--- src/rtl/i2s_rx.sv ---
// I2S receiver: synchronizes sclk/lrclk/sdata into clk and deserializes
// each left/right word pair. Each completed pair is presented as one
// {left, right} word on a valid/ready output.
//
// Output handshake: a pair transfers on any clk edge where m_tvalid and
// m_tready are both high. While m_tvalid is high and m_tready is low,
// m_tdata holds stable. A new pair that arrives during such a stall is
// dropped, and overrun pulses for one cycle.
module i2s_rx #(
  parameter int DW          = 24,
  parameter int SYNC_STAGES = 2
) (
  input  logic            clk,
  input  logic            rst_n,
  input  logic            sclk,
  input  logic            lrclk,
  input  logic            sdata,
  output logic [2*DW-1:0] m_tdata,
  output logic            m_tvalid,
  input  logic            m_tready,
  output logic            overrun
);

  localparam int CW = $clog2(DW + 1);
  localparam logic [CW-1:0] LAST_BIT = CW'(DW - 1);
  localparam logic [CW-1:0] FULL_CNT = CW'(DW);

  logic [SYNC_STAGES-1:0] sclk_sync;
  logic [SYNC_STAGES-1:0] ws_sync;
  logic [SYNC_STAGES-1:0] sd_sync;
  logic                   sclk_hist;
  logic                   sclk_s;
  logic                   ws_s;
  logic                   sd_s;
  logic                   bit_evt;
  logic                   ws_chg;

  logic                   ws_prev;
  logic                   locked;
  logic                   chan;
  logic [CW-1:0]          bit_cnt;
  logic [DW-1:0]          shift_reg;
  logic [DW-1:0]          word_next;
  logic [DW-1:0]          left_hold;
  logic                   left_ok;
  logic                   pair_stb;
  logic [2*DW-1:0]        pair_data;

  assign sclk_s    = sclk_sync[SYNC_STAGES-1];
  assign ws_s      = ws_sync[SYNC_STAGES-1];
  assign sd_s      = sd_sync[SYNC_STAGES-1];
  assign bit_evt   = sclk_s & ~sclk_hist;
  assign ws_chg    = ws_s != ws_prev;
  assign word_next = {shift_reg[DW-2:0], sd_s};

  // Bring the asynchronous I2S pins into clk and keep sclk history for edge detection.
  always_ff @(posedge clk or negedge rst_n) begin
    if (!rst_n) begin
      sclk_sync <= '0;
      ws_sync   <= '0;
      sd_sync   <= '0;
      sclk_hist <= 1'b0;
    end else begin
      sclk_sync <= {sclk_sync[SYNC_STAGES-2:0], sclk};
      ws_sync   <= {ws_sync[SYNC_STAGES-2:0], lrclk};
      sd_sync   <= {sd_sync[SYNC_STAGES-2:0], sdata};
      sclk_hist <= sclk_s;
    end
  end

  // Framing on each sclk rising edge: delay slot, MSB-first shifting, word completion and pairing.
  always_ff @(posedge clk or negedge rst_n) begin
    if (!rst_n) begin
      ws_prev   <= 1'b1;
      locked    <= 1'b0;
      chan      <= 1'b0;
      bit_cnt   <= '0;
      shift_reg <= '0;
      left_hold <= '0;
      left_ok   <= 1'b0;
      pair_stb  <= 1'b0;
      pair_data <= '0;
    end else begin
      pair_stb <= 1'b0;
      if (bit_evt) begin
        if (ws_chg) begin
          // A word-select change is always the delay slot of the new half.
          ws_prev   <= ws_s;
          locked    <= 1'b1;
          chan      <= ws_s;
          bit_cnt   <= '0;
          shift_reg <= '0;
          // A left half that never reached DW bits cannot be paired.
          if (ws_s && !chan && (bit_cnt != FULL_CNT)) begin
            left_ok <= 1'b0;
          end
        end else if (locked && (bit_cnt != FULL_CNT)) begin
          shift_reg <= word_next;
          bit_cnt   <= bit_cnt + CW'(1);
          if (bit_cnt == LAST_BIT) begin
            if (!chan) begin
              left_hold <= word_next;
              left_ok   <= 1'b1;
            end else begin
              if (left_ok) begin
                pair_stb  <= 1'b1;
                pair_data <= {left_hold, word_next};
              end
              left_ok <= 1'b0;
            end
          end
        end
      end
    end
  end

  // Output register: accept a pair when empty or draining this cycle; otherwise drop it and flag overrun.
  always_ff @(posedge clk or negedge rst_n) begin
    if (!rst_n) begin
      m_tdata  <= '0;
      m_tvalid <= 1'b0;
      overrun  <= 1'b0;
    end else begin
      overrun <= 1'b0;
      if (pair_stb) begin
        if (!m_tvalid || m_tready) begin
          m_tdata  <= pair_data;
          m_tvalid <= 1'b1;
        end else begin
          overrun <= 1'b1;
        end
      end else if (m_tvalid && m_tready) begin
        m_tvalid <= 1'b0;
      end
    end
  end

endmodule
--- config.mk ---
export PLATFORM = sky130hd
export DESIGN_NAME = i2s_rx
export DESIGN_NICKNAME = d
export VERILOG_FILES = /design/src/rtl/i2s_rx.sv
export SDC_FILE = /design/constraint.sdc
export NUM_CORES = 1
export LEC_CHECK = 0
export ABC_AREA = 1
export BUFFER_PORTS_ARGS = -buffer_cell sky130_fd_sc_hd__buf_2
export CAP_MARGIN = 20
export CORE_ASPECT_RATIO = 0.5
export CORE_MARGIN = 2
export CORE_UTILIZATION = 35
export DETAILED_ROUTE_END_ITERATION = 8
export GPL_TIMING_DRIVEN = 0
export SLEW_MARGIN = 25
export SYNTH_ARGS = -nofsm -noshare
export SYNTH_HDL_FRONTEND = slang
export SYNTH_SLANG_ARGS = --single-unit
--- constraint.sdc ---
create_clock -name clk -period 2.2 [get_ports clk]
set_input_delay 0.66 -clock clk [delete_from_list [all_inputs] [get_ports clk]]
set_output_delay 0.66 -clock clk [all_outputs]
set_load 0.01 [all_outputs]
==> results.yml, run 1 <==
timing:
  setup-violations-final: 0
  slew_viol_final: 0
  rsz0062_at_grt: "false"
  relSlewSlack_pct: 58.87
  fmax_mhz: 513.8
  fin_ws_ns: 0.2538
  final_hold_viol_count: 0
  period_share_pct: 88.46
  period_minus_slack_ns: 1.946
  worst_pin_slew_ns: 0.6169
  skew_ns: 0.01214
global_route:
  grtUsageMet2_pct: 22.64
  antenna_found_initial: 0
  met3_usage_pct: 3.765
  grt_overflow_total: 0
  grt_pass1_vias: 4396
  grt_max_degree: 83
  grt.met1_usage_pct: 21.23
  track_usage_pct: 14.94
  top_usage_layer: "met2"
  grt_pass1_wl_um: 22650
critical_path:
  worst_setup_path_end_kind: "flop"
  slowest_delay_ns: 0.41
  cp-start-kind: "flop"
  ff2ff_setup_slack_ns: 0.25
  path_common_cell: "nand2_1"
  cp.arrival_ns: 2.30
  path_max_fanout: 10
  cp.required_ns: 2.55
  path_class: "flop to flop"
  crit_path_cell_trace: "inv_1 > ha_1 > nand2_1 > inv_1 > nand2_1 > nand2_1 > nor2_1 > buf_4 > buf_2 > nand3_1 > nand2_1"
  cp_slowest_cell: "dfrtp_1"
  critical_path_buf_inv_count: 4
  critPathTopFamily: "simple AND/OR/NAND/NOR gates"
synthesis:
  yosysSeqAreaShare_pct: 64.42
  mappedNetlistNets: 608
  synth-seq-cells: 162
  synth.avg_cell_area_um2: 10.49
  netlist_area_um2: 6295
  synthCells: 600
  async_flop_share_pct: 100.0
  synthDistinctLibCells: 22
  yosys.area.top_type_share_pct: 64.00
  netlist_top_cells_count: "nand2_1, dfrtp_1, nand3_1"
  ys_top_cells_by_area: "dfrtp_1, nand2_1, mux2_2, nand3_1, o21ai_0"
  ys.flop_type: "dfrtp_1"
  post-synth-top-count-cell: "nand2_1"
  yosysWarningCount: 0
  synth_largest_area_cell: "dfrtp_1"
  synth_edf_count: 0
floorplanning:
  pin_count: 56
  core-area_um2: 17480
  chipHeight_um: 98.83
  die_w_um: 193.7
  dieArea_um2: 19140
  start_util_pct: 36.00
  rows: 34
placement:
  io_buffers: 55
  placed_cells: 890
  place.gp.congestion: 0.8115
  pre_cts_ws_ns: 0.04303
  placed_cell_area_um2: 6900
  dp_hpwl_um: 8987
pwr:
  ir_drop_v: 0.0005531
  power.leakage_nw: 4.069
  power_density_nw_per_um2: 828.7
  finalPower_mw: 6.179
final_layout:
  diodes: 0
  fin_area_um2: 7457
  nFillCells: 1678
  drive_gt1_share_pct: 24.42
  final_nets: 683
  reg.largest.list: "m_tdata (48), pair_data (48), left_hold (24)"
  area_growth_pct: 18.47
  stdcell_count: 922
clock_network:
  postCtsHoldBufs: 0
  postCtsSetupBuffers: 0
  worst_skew_pair.late_latency_ns: 0.42
  numCtsBuffers: 17
  clkTransAtPathRegs_ns: 0.06
  clockBufferDepth: 2
  cts_max_level: 4
  cts_tree: "built"
  clock-sinks: 162
  post_cts_resized: 0
  cts_root_buf: "clkbuf_16"
routing:
  drtPass1Iterations: 5
  drt_iter0_markers: 265
  drt-total-wl_um: 13080
  vias: 4312
  routed_via_density: 4.677
  drt_drc_violations_left: 0
  ant_nets: 0
  wl_per_cell_um: 14.18
hold_path:
  min_path_type: "input port to async pin"
status:
  status: "finished clean"
run:
  drv_cap: 0
==> layout make-up <==
class | instances | area, um^2 | area share (%)
clock inverter | 10 | 102.6 | 1.376
sequential | 162 | 4055 | 54.38
buffer | 31 | 166.4 | 2.232
multi-input combinational | 379 | 1968 | 26.39
clock buffer | 22 | 454.2 | 6.091
inverter | 28 | 105.1 | 1.409
timing repair buffer | 56 | 312.8 | 4.195
tap | 234 | 292.8 | 3.926
==> worst register-to-register path, delay by kind of cell, from the launching register on <==
| kind | cells | cell delay, ns |
|---|---|---|
| buf+inv | 4 | 0.56 |
| simple gates | 6 | 0.73 |
| flops | 1 | 0.41 |
| fa+ha+maj | 1 | 0.20 |
==> cell usage in the layout, fill, tap and decap left out, types with 2 or more instances in the layout <==
cell type,count
nand2_1,203
dfrtp_1,161
nand3_1,76
buf_2,76
mux2_2,48
inv_1,26
o21ai_0,25
clkbuf_16,17
nor2_1,10
clkbuf_1,8
clkinvlp_4,5
nor2_2,4
buf_4,4
o21ai_1,4
inv_2,2
nand4_1,2
ha_1,2
clkinv_4,2
inv_6,2
==> cell families after synthesis <==
kind of cell | Yosys count | share of synthesized area (%)
AO/OA/AOI/OAI | 29 | 2.306
XOR/XNOR | 1 | 0.1392
adder cells (fa/ha/maj) | 2 | 0.3975
buffers and inverters | 59 | 4.313
flip-flops | 162 | 64.42
multiplexers | 49 | 8.746
AND/OR/NAND/NOR | 298 | 19.68
==> routing by layer <==
metal	up-vias	wire (um)
met3	13	513
li1	2093	-
met2	66	5893
met1	2140	6507
met4	0	164
met5	-	0
==> report_power, final <==
part           switching [mW]  internal (mW)
Clock                    1.19           1.60
Sequential             0.0460           3.04
Combinational           0.228         0.0767
Total                    1.47           4.71
==> metrics by stage <==
step | hold slack [ns] | TNS, ns | utilization (%)
2_1_floorplan | 0.3312 | 0 | -
3_3_place_gp | 0.3329 | -314.66 | 39.25
3_5_place_dp | 0.3364 | 0 | 39.47
4_1_cts | 0.2580 | 0 | 42.65
5_1_grt | 0.2707 | 0 | 42.65
6_report | 0.2253 | 0 | 42.65
==> final timing paths <==
check | start | to | cells past startpoint
max | bit_cnt[0] | pair_data[28] | 11
min | rst_n | sd_sync[0] | 1
max reg2reg | bit_cnt[0] | pair_data[28] | 11
min reg2reg | ws_sync[0] | ws_sync[1] | 0
max in group asynchronous | rst_n | pair_data[28] | 2
min in group clk | ws_sync[0] | ws_sync[1] | 0
Power figures use the tool's default switching activity.
==> inputs of run 2 (changes only) <==
--- a/config.mk
+++ b/config.mk
@@ -9,8 +9,8 @@
 export BUFFER_PORTS_ARGS = -buffer_cell sky130_fd_sc_hd__buf_2
 export CAP_MARGIN = 20
 export CORE_ASPECT_RATIO = 0.5
-export CORE_MARGIN = 2
-export CORE_UTILIZATION = 35
+export CORE_MARGIN = 10
+export CORE_UTILIZATION = 40
 export DETAILED_ROUTE_END_ITERATION = 8
 export GPL_TIMING_DRIVEN = 0
 export SLEW_MARGIN = 25
==> run 2 against run 1 <==
Net effect:
- clock-buffer cell count fell by 5
- power up 4.6%
- critical endpoint is now left_hold[7]
- highest routed layer unchanged
- wire length increased by 2.7%
==> results.yml, run 2 (synthesis gave the netlist of run 1 again) <==
routing:
  wl_per_cell_um: 15.07
  drtPass1Iterations: 4
  ant_nets: 0
  routed_via_density: 4.779
  drt-total-wl_um: 13430
  vias: 4258
  drt_iter0_markers: 404
  met2_length_um: 5794
  wl_met1_um: 6924
  drt_drc_violations_left: 0
  wl_met3_um: 620
  top_layer: "met4"
clock_network:
  clkTransAtPathRegs_ns: 0.06
  postCtsSetupBuffers: 0
  worst_skew_pair.late_latency_ns: 0.42
  numCtsBuffers: 17
  clock-sinks: 162
  postCtsHoldBufs: 0
  cts_tree: "built"
  cts_root_buf: "clkbuf_16"
  clockBufferDepth: 2
  cts_max_level: 4
  post_cts_resized: 0
final_layout:
  final_common_cell: "nand2_1"
  final_nets: 683
  reg.largest.list: "m_tdata (48), pair_data (48), left_hold (24)"
  drive_gt1_share_pct: 24.89
  nFillCells: 1408
  layout_common_cells: "nand2_1, dfrtp_1, nand3_1, buf_2, mux2_2"
  diodes: 0
  area_growth_pct: 18.74
timing:
  fmax_mhz: 508.4
  skew_ns: 0.009481
  setup-violations-final: 0
  slew_viol_final: 0
  fin_ws_ns: 0.2332
  final_hold_viol_count: 0
  rsz0062_at_grt: "false"
  period_share_pct: 89.40
  period_minus_slack_ns: 1.967
  tns_ns: 0
  worst_pin_slew_ns: 0.6685
  relSlewSlack_pct: 55.44
placement:
  io_buffers: 55
  place.gp.congestion: 0.7998
  dp_hpwl_um: 9387
  pre_cts_ws_ns: 0.02290
critical_path:
  path_class: "flop to flop"
  reg2reg_depth: 7
  worst_setup_path_end_kind: "flop"
  reg2reg_from: "bit_cnt[0]"
  cp.required_ns: 2.51
  timing.rr.end: "left_hold[7]"
  cp-start-kind: "flop"
  path_max_fanout: 10
  ff2ff_setup_slack_ns: 0.23
  crit_start: "bit_cnt[0]"
  cp.arrival_ns: 2.28
floorplanning:
  dieArea_um2: 21460
  core-area_um2: 15410
  rows: 32
  pin_count: 56
  start_util_pct: 40.84
  die_w_um: 197.4
  chipHeight_um: 108.7
run:
  drv_cap: 0
global_route:
  grt_pass1_vias: 4211
  grt_max_degree: 90
  grt_pass1_wl_um: 22510
  antenna_found_initial: 0
  grt_overflow_total: 0
  track_usage_pct: 13.20
status:
  status: "finished clean"
pwr:
  finalPower_mw: 6.464
  ir_drop_v: 0.0004558
  power_density_nw_per_um2: 864.8
  power.leakage_nw: 4.110
hold_path:
  min_path_type: "input port to async pin"
## run 2: changes by cell type in the layout (fill, tap and decap cells not counted), sizes merged
cell / delta
clkbuf: -5
clkinv: -2
bufinv: +2
inv: +7
clkinvlp: -3
## run 2: worst max-delay path, stage by stage, from the launching register on
cell and delay [ns]:
dfrtp_1 0.42, ha_1 0.23, nand4_1 0.19, nor2_2 0.34, nand2_1 0.28, buf_2 0.27
nand2_1 0.08, nand2_1 0.04
## run 2: area by class of cell
type | count | area [um^2] | share of cell area, %
flip-flops and latches | 162 | 4055 | 54.25
multi-input cells | 379 | 1968 | 26.33
clock buffers | 17 | 425.4 | 5.691
repair buffers | 56 | 312.8 | 4.185
well taps | 204 | 255.2 | 3.415
clock inverters | 14 | 186.4 | 2.494
plain buffers | 31 | 166.4 | 2.226
inverters | 28 | 105.1 | 1.406
## run 2: stage by stage
step	area (um^2)	hold WS (ns)	instances	util, %
2_1_floorplan	6295	0.3312	600	-
3_3_place_gp	6825	0.3339	859	44.28
3_5_place_dp	6863	0.3355	860	44.52
4_1_cts	7475	0.2732	891	48.49
5_1_grt	7475	0.2996	891	48.49
6_report	7475	0.2422	891	48.49
## run 2: layer usage
| layer | track usage, % | up-vias |
|---|---|---|
| met3 | 3.260 | 4 |
| met4 | 4.089 | 0 |
| met1 | 19.42 | 2078 |
| met2 | 18.71 | 76 |
| li1 | - | 2100 |
| met5 | 0 | - |
## run 2: power breakdown
part / total [mW] / switching, mW / internal [mW] / leakage, nW
clock network: 3.08 / 1.26 / 1.82 / 0.294
logic: 0.298 / 0.222 / 0.0757 / 1.58
registers: 3.09 / 0.0488 / 3.04 / 2.23
## run 2: worst max-delay path by stage
stage | to | slack [ns] | cells past startpoint
after floorplan | m_tdata[27] | 0.48 | 6
after CTS | left_hold[3] | 0.28 | 7
after global placement | m_tdata[34] | -1.99 | 1
after global routing | left_hold[7] | 0.05 | 7
after detailed placement | m_tdata[33] | 0.02 | 7
final | left_hold[7] | 0.23 | 7
